**src/rtl/ram_access_pkg.sv**
```systemverilog
// Shared types for the RAM access sequencer: FSM states, request record, width defaults.
// Optional statistics outputs are enabled by defining RAM_ACCESS_STATS_EN.
package ram_access_pkg;

    localparam int ADDR_W_DEF = 8;
    localparam int DATA_W_DEF = 16;

    typedef enum logic [2:0] {
        ST_IDLE     = 3'd0,
        ST_W_SETUP  = 3'd1,
        ST_W_STROBE = 3'd2,
        ST_W_HOLD   = 3'd3,
        ST_R_ADDR   = 3'd4,
        ST_R_SAMPLE = 3'd5
    } ram_state_e;

    typedef struct packed {
        logic                  we;
        logic [ADDR_W_DEF-1:0] addr;
        logic [DATA_W_DEF-1:0] wdata;
    } ram_req_t;

    // Pointer width for a power-of-two depth; never below one bit.
    function automatic int depth_log2(input int depth);
        return (depth <= 2) ? 1 : $clog2(depth);
    endfunction

endpackage

```
**src/rtl/ram_access_fifo.sv**
```systemverilog
// In-order request FIFO with full/empty/count; read data is the head entry (fall-through).
// Pushes while full and pops while empty are ignored; simultaneous push/pop keeps the count.
module ram_access_fifo
    import ram_access_pkg::*;
#(
    parameter type T          = ram_req_t,
    parameter int  DEPTH      = 4,
    localparam int PW         = depth_log2(DEPTH)
) (
    input  logic        clk,
    input  logic        reset,
    input  logic        push_i,
    input  T            push_dat_i,
    input  logic        pop_i,
    output T            pop_dat_o,
    output logic        full_o,
    output logic        empty_o,
    output logic [PW:0] count_o
);

    localparam int          CW       = PW + 1;
    localparam logic [PW:0] FULL_CNT = CW'(DEPTH);

    T              mem_q [DEPTH];
    logic [PW-1:0] wr_ptr_q;
    logic [PW-1:0] rd_ptr_q;
    logic [PW:0]   count_q;
    logic          push_ok;
    logic          pop_ok;

    assign push_ok = push_i && (count_q != FULL_CNT);
    assign pop_ok  = pop_i && (count_q != '0);

    always_ff @(posedge clk) begin
        if (push_ok) begin
            mem_q[wr_ptr_q] <= push_dat_i;
        end
    end

    // Pointers wrap naturally since DEPTH is a power of two.
    always_ff @(posedge clk) begin
        if (reset) begin
            wr_ptr_q <= '0;
            rd_ptr_q <= '0;
            count_q  <= '0;
        end else begin
            if (push_ok) begin
                wr_ptr_q <= wr_ptr_q + PW'(1);
            end
            if (pop_ok) begin
                rd_ptr_q <= rd_ptr_q + PW'(1);
            end
            case ({push_ok, pop_ok})
                2'b10:   count_q <= count_q + CW'(1);
                2'b01:   count_q <= count_q - CW'(1);
                default: count_q <= count_q;
            endcase
        end
    end

    assign pop_dat_o = mem_q[rd_ptr_q];
    assign full_o    = (count_q == FULL_CNT);
    assign empty_o   = (count_q == '0);
    assign count_o   = count_q;

endmodule

```
**src/rtl/ram_access_ctrl.sv**
```systemverilog
// Sequences queued read/write requests onto the RAM pins with setup/strobe/hold phasing.
// Writes take 4 cycles, reads 3; define RAM_ACCESS_STATS_EN for wr_count/rd_count outputs.
module ram_access_ctrl
    import ram_access_pkg::*;
#(
    parameter int ADDR_W     = ADDR_W_DEF,
    parameter int DATA_W     = DATA_W_DEF,
    parameter int FIFO_DEPTH = 4
) (
    input  logic              clk,
    input  logic              reset,
    input  logic              req_valid,
    output logic              req_ready,
    input  logic              req_we,
    input  logic [ADDR_W-1:0] req_addr,
    input  logic [DATA_W-1:0] req_wdata,
    output logic              rsp_valid,
    output logic [DATA_W-1:0] rsp_rdata,
    output logic [ADDR_W-1:0] ram_a,
    output logic [DATA_W-1:0] ram_din,
    output logic              ram_wr,
    output logic              ram_oe,
    input  logic [DATA_W-1:0] ram_dout,
    output logic              busy
`ifdef RAM_ACCESS_STATS_EN
    ,
    output logic [15:0]       wr_count,
    output logic [15:0]       rd_count
`endif
);

    localparam int PW = depth_log2(FIFO_DEPTH);

    typedef struct packed {
        logic              we;
        logic [ADDR_W-1:0] addr;
        logic [DATA_W-1:0] wdata;
    } req_rec_t;

    req_rec_t          push_rec;
    req_rec_t          head_rec;
    logic              fifo_full;
    logic              fifo_empty;
    logic [PW:0]       fifo_count;
    logic              pop;

    ram_state_e        state_q, state_d;
    logic [ADDR_W-1:0] ram_a_q, ram_a_d;
    logic [DATA_W-1:0] ram_din_q, ram_din_d;
    logic              ram_wr_q, ram_wr_d;
    logic              ram_oe_q, ram_oe_d;
    logic              rsp_valid_q, rsp_valid_d;
    logic [DATA_W-1:0] rsp_rdata_q, rsp_rdata_d;

    assign push_rec = '{we: req_we, addr: req_addr, wdata: req_wdata};

    ram_access_fifo #(
        .T     (req_rec_t),
        .DEPTH (FIFO_DEPTH)
    ) u_fifo (
        .clk        (clk),
        .reset      (reset),
        .push_i     (req_valid),
        .push_dat_i (push_rec),
        .pop_i      (pop),
        .pop_dat_o  (head_rec),
        .full_o     (fifo_full),
        .empty_o    (fifo_empty),
        .count_o    (fifo_count)
    );

    always_comb begin
        state_d     = state_q;
        pop         = 1'b0;
        ram_a_d     = ram_a_q;
        ram_din_d   = ram_din_q;
        rsp_valid_d = 1'b0;
        rsp_rdata_d = rsp_rdata_q;

        case (state_q)
            ST_IDLE: begin
                if (!fifo_empty) begin
                    pop       = 1'b1;
                    ram_a_d   = head_rec.addr;
                    ram_din_d = head_rec.wdata;
                    state_d   = head_rec.we ? ST_W_SETUP : ST_R_ADDR;
                end
            end
            ST_W_SETUP:  state_d = ST_W_STROBE;
            ST_W_STROBE: state_d = ST_W_HOLD;
            ST_W_HOLD:   state_d = ST_IDLE;
            ST_R_ADDR:   state_d = ST_R_SAMPLE;
            ST_R_SAMPLE: begin
                // RAM output has been enabled for two cycles; capture on exit.
                state_d     = ST_IDLE;
                rsp_valid_d = 1'b1;
                rsp_rdata_d = ram_dout;
            end
            default:     state_d = ST_IDLE;
        endcase

        // Pin strobes are registered from the state being entered.
        ram_wr_d = (state_d == ST_W_STROBE);
        ram_oe_d = (state_d == ST_R_ADDR) || (state_d == ST_R_SAMPLE);
    end

    always_ff @(posedge clk) begin
        if (reset) begin
            state_q     <= ST_IDLE;
            ram_a_q     <= '0;
            ram_din_q   <= '0;
            ram_wr_q    <= 1'b0;
            ram_oe_q    <= 1'b0;
            rsp_valid_q <= 1'b0;
            rsp_rdata_q <= '0;
        end else begin
            state_q     <= state_d;
            ram_a_q     <= ram_a_d;
            ram_din_q   <= ram_din_d;
            ram_wr_q    <= ram_wr_d;
            ram_oe_q    <= ram_oe_d;
            rsp_valid_q <= rsp_valid_d;
            rsp_rdata_q <= rsp_rdata_d;
        end
    end

    assign ram_a     = ram_a_q;
    assign ram_din   = ram_din_q;
    assign ram_wr    = ram_wr_q;
    assign ram_oe    = ram_oe_q;
    assign rsp_valid = rsp_valid_q;
    assign rsp_rdata = rsp_rdata_q;
    assign req_ready = !fifo_full;
    assign busy      = (fifo_count != '0) || (state_q != ST_IDLE);

`ifdef RAM_ACCESS_STATS_EN
    logic [15:0] wr_cnt_q;
    logic [15:0] rd_cnt_q;

    // W_STROBE and R_SAMPLE each have a single predecessor, so state_d marks entry.
    always_ff @(posedge clk) begin
        if (reset) begin
            wr_cnt_q <= '0;
            rd_cnt_q <= '0;
        end else begin
            if ((state_d == ST_W_STROBE) && (wr_cnt_q != 16'hFFFF)) begin
                wr_cnt_q <= wr_cnt_q + 16'd1;
            end
            if ((state_d == ST_R_SAMPLE) && (rd_cnt_q != 16'hFFFF)) begin
                rd_cnt_q <= rd_cnt_q + 16'd1;
            end
        end
    end

    assign wr_count = wr_cnt_q;
    assign rd_count = rd_cnt_q;
`endif

endmodule

```
**config.mk**
```make
export PLATFORM = sky130hd
export DESIGN_NAME = ram_access_ctrl
export DESIGN_NICKNAME = d
export VERILOG_FILES = /design/src/rtl/ram_access_pkg.sv /design/src/rtl/ram_access_fifo.sv /design/src/rtl/ram_access_ctrl.sv
export SDC_FILE = /design/constraint.sdc
export NUM_CORES = 1
export LEC_CHECK = 0
export CORE_MARGIN = 2
export CORE_UTILIZATION = 50
export DETAILED_ROUTE_END_ITERATION = 8
export GPL_TIMING_DRIVEN = 0
export MAX_ROUTING_LAYER = met4
export PLACE_DENSITY = 0.83
export SLEW_MARGIN = 20
export SYNTH_ARGS = -nofsm -noshare
export SYNTH_HDL_FRONTEND = slang
export SYNTH_SLANG_ARGS = --single-unit
```
**constraint.sdc**
```tcl
create_clock -name clk -period 5.8 [get_ports clk]
set_input_delay 1.16 -clock clk [delete_from_list [all_inputs] [get_ports clk]]
set_output_delay 1.16 -clock clk [all_outputs]
set_load 0.005 [all_outputs]
```
==> qor.yml, run 1 <==
power_density_nw_per_um2: 465
fin_area_sq_um: 7400
timing_worst_setup_path_type: "reg -> out"
drt_iter0_drc: 299
yosys.cell_types.count: 31
finalWorstSetupSlack_ns: 2.32
crit_path_cell_trace: "buf_2 > nor3_2 > buf_2 > nand2_1 > clkdlybuf4s50_1"
hold_path_class: "reg -> reg"
r2r_cells: 10
fp-row-count: 39
rsz0062_at_grt: "false"
diodes: 0
fin_crit_ns: 3.48
slowest_stage: "nor3_2"
wirelength_um: 11700
grt_max_degree: 26
crit_path_end_kind: "output pin"
synth_edf_count: 100
avgRoutedWirePerCell_um: 17.9
whs_ns: 0.454
finalHoldViolCount: 0
die_h_um: 111
postRouteAntennaNets: 0
cts.sinks: 155
startpoint_type: "register"
holdPathStages: 2
clockRootBuffer: "clkbuf_16"
crit_family: "buffers and inverters"
seq_area_frac_synth: 0.711
crit_fanout: 10
place_ws_ns: 2.76
p_total_uw: 3440
async_flop_share: 0
post_dp_cell_area_sq_um: 6820
cp.required_ns: 4.64
slew_headroom: 0.509
gp_congestion: 0.790
netlist_instances: 392
drive_above_1_share: 0.135
ctsResizeCount: 0
cts_post_setup_buffers_inserted: 0
clock_skew_ns: 0.00620
cp_slowest_stage_delay_ns: 0.56
ys_ff_latch: 155
layout_common_cells: "100 x edfxtp_1, 86 x clkdlybuf4s50_1, 55 x dfxtp_1"
max-clock-path-buffers: 2
antenna_found_initial: 0
fp.dieArea_sq_um: 12400
num_vias: 3576
cts-htree-levels: 4
fmax_mhz: 287
ys_warn_count: 0
grt_pass1_vias: 3718
peakVddDrop_uv: 218
numCtsBuffers: 17
io_buffers: 86
overflow: 0
tritoncts: "built"
core_area_sq_um: 11300
track_usage: 0.202
area_growth_pct: 28.2
dr.pass1.iters: 7
place_hpwl_um: 7390
worstSkewPairLatency_ns: 0.42
grt_pass1_wl_um: 18600
boundaryPins: 89
drc: 0
synth_area_per_cell_sq_um: 14.7
worstPathArrival_ns: 2.32
syn_area_sq_um: 5770
final_common_cell: "edfxtp_1"
hold_buffers: 0
synth_flop_cell: "edfxtp_1"
status: "completed"
synth_nets: 442
leakage_uw: 0.00246
start_util: 0.510
setup_tns_ns: 0
setup_viol: 0
critical_path_depth: 5
cts.clk_slew.worst_paths_ns: 0.05
via_per_inst: 5.48
crit_top_cell: "buf_2"
crit_buf_inv: 3
period_share: 0.601
worstMarginPinSlew_ns: 0.736
cap_viol_max_count: 0
die_w_um: 111
drv_slew: 0
fin_nets: 547
## per-layer routing
metal	vias up	wire length [um]	global-route usage
li1	1675	-	-
met1	1751	4660	0.230
met2	118	6140	0.334
met3	32	640	0.0588
met4	0	268	0.0905
met5	-	0	-
## Yosys cell counts (2+ instances only)
library cell / count / share of area
a21o_1: 2 / 0.0026
buf_4: 2 / 0.0026
nand3_1: 26 / 0.023
inv_1: 7 / 0.0046
buf_6: 2 / 0.0039
clkbuf_1: 16 / 0.010
ha_1: 5 / 0.011
nand2_1: 35 / 0.023
mux4_2: 25 / 0.098
dfxtp_1: 55 / 0.19
and3_1: 4 / 0.0043
buf_2: 7 / 0.0061
nor2_1: 8 / 0.0052
buf_1: 4 / 0.0026
xor2_1: 3 / 0.0046
nor3_1: 2 / 0.0017
o21ai_0: 26 / 0.023
edfxtp_1: 100 / 0.52
or3_1: 4 / 0.0043
a21oi_1: 48 / 0.042
## registers in the layout, summed over array words and instances (netlist names), named ones only
| signal | flops |
|---|---|
| u_fifo.count_o | 3 |
| ram_a | 8 |
| u_fifo.rd_ptr_q | 2 |
| ram_din | 16 |
| rsp_rdata | 16 |
| u_fifo.mem_q | 100 |
| u_fifo.wr_ptr_q | 2 |
| ram_oe | 1 |
| ram_wr | 1 |
| state_q | 3 |
| rsp_valid | 1 |
## power by group
part	leakage [uW]	switching, uW	internal [uW]
combinational	0.000807	474	450
clock	0.000285	407	675
sequential	0.00137	78.4	1360
total	0.00246	959	2480
## final timing paths
check,from,to,slack (ns)
min reg2reg,rsp_rdata[1],rsp_rdata[1],0.45
min,rsp_rdata[1],rsp_rdata[1],0.45
max,state_q[0],busy,2.32
max reg2reg,state_q[0],u_fifo.count_o[2],3.28
## logic make-up (layout without fill, tap and decap cells)
kind of cell / Yosys count / after routing / share of synthesized area
muxes: 25 / 25 / 0.0975
xor gates and xnor gates: 4 / 4 / 0.00607
AOI/OAI and AO/OA: 79 / 79 / 0.0713
and+or+nand+nor: 85 / 85 / 0.0700
buffers and inverters: 38 / 156 / 0.0301
adders and majority gates: 6 / 6 / 0.0143
DFF: 155 / 155 / 0.711
## per-stage QoR
step	util	cells
after global placement	0.602	621
after detailed placement	0.602	621
final	0.654	653
after floorplan	-	392
after global routing	0.654	653
after CTS	0.654	653
## layout make-up
| cell class | count | area, sq um |
|---|---|---|
| clock buffer | 23 | 489 |
| tap | 143 | 179 |
| sequential | 155 | 4100 |
| timing repair buffer | 86 | 861 |
| clock inverter | 9 | 93.8 |
| buffer | 31 | 148 |
| multi-input combinational | 199 | 1500 |
| fill | 800 | 3920 |
| inverter | 7 | 26.3 |
## worst register-to-register path: cells and delay by family, from the launching register on
kind,cells,cell delay (ns)
AND/OR/NAND/NOR,3,0.82
adder cells (fa/ha/maj),2,0.63
buffers and inverters,3,0.38
flip-flops,1,0.30
XOR/XNOR,1,0.17
AO/OA/AOI/OAI,1,0.15
Power figures use the tool's default switching activity.
==> run 2: changes to the inputs <==
==> constraint.sdc (replaced) <==
create_clock -name clk -period 3.5 [get_ports clk]
set_input_delay 0.7 -clock clk [delete_from_list [all_inputs] [get_ports clk]]
set_output_delay 0.7 -clock clk [all_outputs]
set_load 0.005 [all_outputs]
==> run 2 against run 1 <==
- via count up 0.22%
- count of clock-buffer cells in the layout unchanged
- highest routed layer unchanged
- final cell count unchanged
- sequential share of layout area unchanged
- critical endpoint unchanged
==> qor.yml, run 2 (synthesis gave the netlist of run 1 again) <==
m1WireLength_um: 4590
fillers: 800
grt_pass1_vias: 3721
clock_skew_ns: 0.00709
rsz0062_at_grt: "false"
die_w_um: 111
cp_slowest_stage_delay_ns: 0.57
place_hpwl_um: 7390
place_ws_ns: 0.925
largest_reg_flops: 100
r2r-start: "state_q[0]"
cp.required_ns: 2.80
area_growth_pct: 28.2
holdPathStages: 2
setup_viol: 0
largest-register: "u_fifo.mem_q"
grt_max_degree: 26
finalWorstSetupSlack_ns: 0.483
boundaryPins: 89
finalHoldViolCount: 0
ctsResizeCount: 0
intPower_uw: 4110
layout_common_cells: "100 x edfxtp_1, 86 x clkdlybuf4s50_1, 55 x dfxtp_1"
max-clock-path-buffers: 2
rrSetupSlack_ns: 1.00
fin_area_sq_um: 7400
crit_fanout: 10
diodes: 0
fmax_mhz: 332
worstPathArrival_ns: 2.32
r2r_cells: 10
worstHoldEndpoint: "rsp_rdata[1]"
worstHoldStart: "rsp_rdata[1]"
fin_crit_ns: 3.02
comb_power_share: 0.268
wl_met3_um: 713
postRouteAntennaNets: 0
cts.clk_slew.worst_paths_ns: 0.05
antenna_found_initial: 0
overflow: 0
drive_above_1_share: 0.135
die_h_um: 111
timing_worst_setup_path_type: "reg -> out"
met2_length_um: 6160
track_usage: 0.202
clockRootBuffer: "clkbuf_16"
seq_power_share: 0.417
hold_path_class: "reg -> reg"
post_dp_cell_area_sq_um: 6820
drt_iter0_drc: 314
slew_headroom: 0.515
crit_path_cell_trace: "buf_2 > nor3_2 > buf_2 > nand2_1 > clkdlybuf4s50_1"
io_buffers: 86
crit_path_end_kind: "output pin"
final_common_cell: "edfxtp_1"
num_vias: 3584
worstMarginPinSlew_ns: 0.728
numCtsBuffers: 17
gp_congestion: 0.790
avgRoutedWirePerCell_um: 17.9
cts-htree-levels: 4
hold_buffers: 0
rr_endpoint: "u_fifo.count_o[2]"
whs_ns: 0.454
drv_slew: 0
p_sw_uw: 1580
drc: 0
fin_nets: 547
grt_pass1_wl_um: 18600
status: "completed"
period_share: 0.862
power_density_nw_per_um2: 769
cts_post_setup_buffers_inserted: 0
highest_layer: "met4"
core_area_sq_um: 11300
setup_tns_ns: 0
fp-row-count: 39
wirelength_um: 11700
start_util: 0.510
cap_viol_max_count: 0
tritoncts: "built"
peakVddDrop_uv: 362
worstSkewPairLatency_ns: 0.42
p_clk_frac: 0.314
cts.sinks: 155
leakage_uw: 0.00246
fp.dieArea_sq_um: 12400
slowest_stage: "nor3_2"
crit_top_cell: "buf_2"
dr.pass1.iters: 5
startpoint_type: "register"
via_per_inst: 5.49
switching_share: 0.278
run 2: worst max path at each step:
stage	endpoint	from	depth (start not counted)	slack (ns)
after floorplan	u_fifo.count_o[2]	state_q[1]	10	1.23
after CTS	busy	state_q[0]	5	0.48
after global routing	busy	state_q[0]	5	0.35
after global placement	busy	state_q[1]	5	0.96
final	busy	state_q[0]	5	0.48
after detailed placement	busy	state_q[0]	5	0.92
run 2: through the flow:
step,cells,utilization,total power [uW]
2_1_floorplan,392,-,3270
3_3_place_gp,621,0.602,3870
3_5_place_dp,621,0.602,3930
4_1_cts,653,0.654,5730
5_1_grt,653,0.654,5970
6_report,653,0.654,5690
run 2: worst max-delay path: cells and delay by family (launching register included):
family	cells	cell delay, ns
simple gates	2	0.65
buf+inv	3	0.96
flops	1	0.30
run 2: power by group through the flow:
stage / combinational [uW] / clock [uW] / sequential (uW)
after floorplan: 887 / 0 / 2390
after global placement: 1470 / 0 / 2400
after detailed placement: 1520 / 0 / 2410
after CTS: 1540 / 1810 / 2380
after global routing: 1670 / 1890 / 2400
final: 1530 / 1790 / 2380
run 2: cell type report:
class	count	area (sq um)	area share
Clock buffer	23	489	0.0661
Multi-Input combinational cell	199	1500	0.203
Clock inverter	9	93.8	0.0127
Inverter	7	26.3	0.00355
Buffer	31	148	0.0199
Sequential cell	155	4100	0.554
Timing Repair Buffer	86	861	0.116
Tap cell	143	179	0.0242
run 2: metal layers:
metal | track usage | vias up
met2 | 0.334 | 135
met3 | 0.0588 | 22
met4 | 0.0897 | 0
met1 | 0.230 | 1753
met5 | - | -
li1 | - | 1674
